===== src/rtl/dmem_arbiter.sv =====
// dmem_arbiter: round-robin arbiter that shares one single-port, byte-addressed,
// big-endian data memory between port 0 (CPU load/store) and port 1 (debug/loader DMA).
// Each port uses a req/ack handshake. A request is granted at a clock edge and is
// serviced in the following cycle, in which ack pulses for one cycle.
//
// Optional build macro DMEM_ARB_CHECK_EN: misaligned or out-of-range accesses are
// still acked, but with err=1, no memory write and rdata=0.
//
// state  | meaning
// -------+-------------------------------------------------
// IDLE   | no access in flight; memory pins held at 0
// SERVE0 | port 0 owns the memory this cycle; m0_ack=1
// SERVE1 | port 1 owns the memory this cycle; m1_ack=1

module dmem_arbiter #(
    parameter int ADDR_W    = 32,
    parameter int MEM_BYTES = 256
) (
    input  logic              clk,
    input  logic              reset,
    input  logic              m0_req,
    input  logic              m0_we,
    input  logic [ADDR_W-1:0] m0_addr,
    input  logic [31:0]       m0_wdata,
    output logic              m0_ack,
    output logic [31:0]       m0_rdata,
    output logic              m0_err,
    input  logic              m1_req,
    input  logic              m1_we,
    input  logic [ADDR_W-1:0] m1_addr,
    input  logic [31:0]       m1_wdata,
    output logic              m1_ack,
    output logic [31:0]       m1_rdata,
    output logic              m1_err,
    output logic [ADDR_W-1:0] mem_a,
    output logic [31:0]       mem_wd,
    output logic              mem_we,
    input  logic [31:0]       mem_rd
);

    typedef enum logic [1:0] {
        IDLE   = 2'd0,
        SERVE0 = 2'd1,
        SERVE1 = 2'd2
    } state_t;

    if (MEM_BYTES < 4) begin : g_cfg_err
        $error("dmem_arbiter: MEM_BYTES must be at least one word");
    end

    state_t state;
    logic   rr_ptr;
    logic   pick1;
    logic   bad0;
    logic   bad1;

    // Tie-break owner: the port just served loses, so continuous contention alternates.
    always_comb begin
        pick1 = rr_ptr;
        if (state == SERVE0) pick1 = 1'b1;
        else if (state == SERVE1) pick1 = 1'b0;
    end

`ifdef DMEM_ARB_CHECK_EN
    localparam logic [ADDR_W-1:0] LAST_WORD = ADDR_W'(MEM_BYTES - 4);

    // Flag accesses that are not word aligned or that run past the end of memory.
    always_comb begin
        bad0 = (m0_addr[1:0] != 2'b00) || (m0_addr > LAST_WORD);
        bad1 = (m1_addr[1:0] != 2'b00) || (m1_addr > LAST_WORD);
    end
`else
    // Range checking is compiled out; every address passes through.
    always_comb begin
        bad0 = 1'b0;
        bad1 = 1'b0;
    end
`endif

    // Grant decision and round-robin pointer, evaluated at every edge.
    always_ff @(posedge clk or posedge reset) begin
        if (reset) begin
            state  <= IDLE;
            rr_ptr <= 1'b0;
        end else begin
            if (m0_req && m1_req) state <= pick1 ? SERVE1 : SERVE0;
            else if (m0_req)      state <= SERVE0;
            else if (m1_req)      state <= SERVE1;
            else                  state <= IDLE;

            case (state)
                SERVE0:  rr_ptr <= 1'b1;
                SERVE1:  rr_ptr <= 1'b0;
                default: rr_ptr <= rr_ptr;
            endcase
        end
    end

    // Memory pins and port responses decode from state, so reset kills them at once.
    always_comb begin
        mem_a    = '0;
        mem_wd   = '0;
        mem_we   = 1'b0;
        m0_ack   = 1'b0;
        m0_rdata = '0;
        m0_err   = 1'b0;
        m1_ack   = 1'b0;
        m1_rdata = '0;
        m1_err   = 1'b0;
        case (state)
            SERVE0: begin
                mem_a  = m0_addr;
                mem_wd = m0_wdata;
                mem_we = m0_we && !bad0;
                m0_ack = 1'b1;
                m0_err = bad0;
                if (!m0_we && !bad0) m0_rdata = mem_rd;
            end
            SERVE1: begin
                mem_a  = m1_addr;
                mem_wd = m1_wdata;
                mem_we = m1_we && !bad1;
                m1_ack = 1'b1;
                m1_err = bad1;
                if (!m1_we && !bad1) m1_rdata = mem_rd;
            end
            default: begin
                mem_we = 1'b0;
            end
        endcase
    end

endmodule


===== config.mk =====
export PLATFORM = sky130hd
export DESIGN_NAME = dmem_arbiter
export DESIGN_NICKNAME = d
export VERILOG_FILES = /design/src/rtl/dmem_arbiter.sv
export SDC_FILE = /design/constraint.sdc
export NUM_CORES = 1
export LEC_CHECK = 0
export CAP_MARGIN = 20
export CELL_PAD_IN_SITES_DETAIL_PLACEMENT = 1
export CELL_PAD_IN_SITES_GLOBAL_PLACEMENT = 2
export CORE_ASPECT_RATIO = 1.4
export CORE_MARGIN = 2
export CORE_UTILIZATION = 10
export DETAILED_ROUTE_END_ITERATION = 7
export GPL_ROUTABILITY_DRIVEN = 0
export PLACE_DENSITY_LB_ADDON = 0.1
export REMOVE_ABC_BUFFERS = 1
export SYNTH_ARGS = -nofsm -noshare
export SYNTH_HDL_FRONTEND = slang
export SYNTH_SLANG_ARGS = --single-unit

===== constraint.sdc =====
create_clock -name clk -period 4.7 [get_ports clk]
set_input_delay 1.175 -clock clk [delete_from_list [all_inputs] [get_ports clk]]
set_output_delay 1.175 -clock clk [all_outputs]
set_load 0.01 [all_outputs]

==> results.txt <==
----------------------------------------------------
[Timing]
  RSZ-0062 raised after global routing ... false
  Number of pins with negative max-slew slack in the final report ... 0
  Fin Hold WS ... 494 ps
  Fmax ... 243 MHz
  Crit path time final ... 4110 ps
  Normalized max-slew margin ... 0.652
  Final hold violations ... 0
  Worst clock skew ... 2.18 ps
  Slew at the pin closest to its max-slew limit ... 521 ps
  Final count of negative-setup-slack endpoints ... 0
  Final critical-path share of the clock period ... 0.875
  Setup TNS Final ... 0 ps

[Placement]
  Estimated wirelength of the detail-placed design ... 9850 um
  Number of I/O port buffers ... 296
  Placed cell areas ... 5080 um2

[Detailed routing]
  Via-per-instance ratio ... 3.76
  Initial drt markers ... 41
  Detail Route Antenna Nets ... 0
  Drc violations ... 0
  Number of vias after detailed routing ... 2893
  Router iterations before antenna repair ... 4
  Routed wire length per instance ... 15.6 um
  Detailed Route WL ... 12000 um

[Power and ir drop]
  Cell-internal power ... 710 uW
  Switching power summed over all nets ... 542 uW
  Comb pwr share ... 0.860
  Total chip power ... 1250 uW
  Portion of total power attributed to the clock network ... 0.107
  Maximum VDD drop ... 134 uV
  Sequential power share ... 0.033
  Power density normalized to cell area ... 243 nW/um2
  Net switching share of the total power ... 0.433
  Static leakage ... 0.00173 uW

[Clock network]
  CTS tree ... done
  CTS sink cnt ... 3
  Number of cells upsized or downsized after cts ... 0
  Clock transition at the registers of the reported paths ... 30 ps
  Skew-Pair Late Insertion Delay ... 220 ps
  Number of clock buffers inserted by TritonCTS ... 3
  Post-CTS setup repair buffer count ... 0
  Number of hold buffers added after CTS ... 0
  CTS H-tree lvls ... 1
  Buffer type at the clock tree root ... clkbuf_16
  Clk buf depth ... 2

[Yosys]
  Cell taking the most area after synthesis ... a22oi_2
  Average instance area after synthesis ... 8.11 um2
  Synth Cell Area ... 1960 um2
  Gate Count Post-Synth ... 242
  Total of warnings raised by yosys ... 0
  Count of different cell masters after synthesis ... 21
  Sequential-to-total area share from yosys stat ... 0.0382
  #FFs+latches synth ... 3
  Cells taking the most area after synthesis ... a22oi_2 (32%), and2_1 (20%), nor2_2 (16%)
  Yosys top cell area share ... 0.319

[Global route]
  Global-route wire length before repair ... 17500 um
  Sum of overflow across all layers after global routing ... 0
  Maximum number of pins on one net before global-route repair ... 44
  Antenna violations before repair ... 0
  Global-route usage over all layers ... 0.107
  Vias in the first global route ... 3097

[Final layout]
  Fraction of layout cells with a size suffix above 1 ... 0.217
  # nets final ... 691
  Most frequent cells in the layout ... clkdlybuf4s50_1 (296), and2_1 (64), a22oi_2 (50), nor2_2 (50)
  Diodes inserted ... 0
  Finished layout cell area ... 5160 um2
  Area growth from synthesis to final layout ... 163%
  Commonest non-fill, non-tap cell in the layout ... clkdlybuf4s50_1
  Final design utilization ... 0.268

[Floorplanning]
  Number of primary I/O pins ... 299
  Row count ... 60
  Floorplan die width ... 122 um
  Initial core utilization ... 0.102
  Area inside the core boundary ... 19200 um2
  Die footprint ... 20800 um2
  Die Ht ... 170 um

[Worst setup path]
  Startpoint Class ... input pin
  Register-to-register path setup slack ... 2910 ps
  Worst reg2reg endpoint ... state[1]
  Cells along the critical path ... clkdlybuf4s50_1 -> and2b_1 -> buf_4 -> and2_1 -> clkdlybuf4s50_1
  Worst EP arrival ... 2940 ps
  Worst Reg-to-Reg Cells ... 5
  Cell mode on critical path ... clkdlybuf4s50_1
  Capturing element of the worst setup path ... m1_rdata[11]
  Source of the worst register-to-register timing path ... state[0]
  Launching instance or port of the critical path ... m1_we
  Slowest Stage Delay on Critical Path ... 530 ps
  Crit path max fanout ... 20
  Start-to-end type of the worst setup path ... input pin to output port
  Required time of the worst setup path ... 3520 ps
  Cell with the largest stage delay on the worst path ... clkdlybuf4s50_1
  Endpoint class of the critical path ... output port

[Worst hold path]
  Worst hold start ... rr_ptr
  Path category of the worst min-delay check ... flop to flop

[Run status]
  Run status ... finished clean

[Run]
  Maximum capacitance violations ... 0

----------------------------------------------------
==> worst max-delay path, delay by kind of cell <==
kind                   cells  cell delay (ps)
AND/OR/NAND/NOR            2              560
buffers and inverters      3             1210
==> layer usage <==
metal | wire, um | global-route usage | vias to the layer above
met5 | 0 | 0 | -
met4 | 48 | 0.00600 | 0
met3 | 1600 | 0.0400 | 4
met2 | 6290 | 0.213 | 198
met1 | 4080 | 0.108 | 1305
li1 | - | - | 1386
==> sequential cells by signal, summed over array words and instances (netlist names) <==
| register | flops |
|---|---|
| state | 2 |
| rr_ptr | 1 |
==> cell usage after synthesis <==
cell and count:
and2_1 64, a22oi_2 50, nor2_2 50, a22oi_1 15, nor2_1 15, buf_2 10, buf_4 7, buf_6 6
buf_12 5, inv_1 4, dfrtp_1 3, ha_1 3, and2b_1 2, clkbuf_1 1, conb_1 1, nand2_1 1
nand2b_1 1, nor2b_1 1, o21a_1 1, o21ai_0 1, o22ai_1 1
==> how the worst min path moves through the flow <==
| stage | end | slack (ps) | depth (start not counted) |
|---|---|---|---|
| after floorplan | rr_ptr | 450 | 2 |
| after global placement | rr_ptr | 480 | 2 |
| after detailed placement | rr_ptr | 480 | 2 |
| after CTS | rr_ptr | 500 | 2 |
| after global routing | rr_ptr | 540 | 2 |
| final | rr_ptr | 490 | 2 |
==> cell type report <==
| type | instances | area, um2 |
|---|---|---|
| clock buffers | 4 | 78.8 |
| fillers | 2278 | 14100 |
| inverters | 4 | 15.0 |
| multi-input cells | 207 | 1640 |
| flip-flops and latches | 3 | 75.1 |
| well taps | 248 | 310 |
| repair buffers | 303 | 3040 |
==> logic make-up after synthesis <==
logic type                 count (synthesis)  share of synthesized area
AOI/OAI and AO/OA                         68                      0.386
adders and majority gates                  3                     0.0191
buffers and inverters                     33                      0.147
DFF                                        3                     0.0382
other                                      1                    0.00191
and+or+nand+nor                          134                      0.408
==> power by group through the flow <==
| stage | Combinational, uW | Sequential [uW] | Clock (uW) |
|---|---|---|---|
| 3_5_place_dp | 1110 | 41.8 | 0 |
| 5_1_grt | 1170 | 42.6 | 140 |
| 2_1_floorplan | 499 | 37.6 | 0 |
| 6_report | 1080 | 41.2 | 134 |
| 4_1_cts | 1110 | 41.6 | 137 |
| 3_3_place_gp | 1100 | 41.0 | 0 |
==> stage by stage <==
| step | worst slack (ps) | cells |
|---|---|---|
| 2_1_floorplan | 285 | 214 |
| 3_3_place_gp | 573 | 765 |
| 3_5_place_dp | 573 | 765 |
| 4_1_cts | 570 | 769 |
| 5_1_grt | 403 | 769 |
| 6_report | 588 | 769 |
No activity file was read; power rests on OpenSTA's default activity.
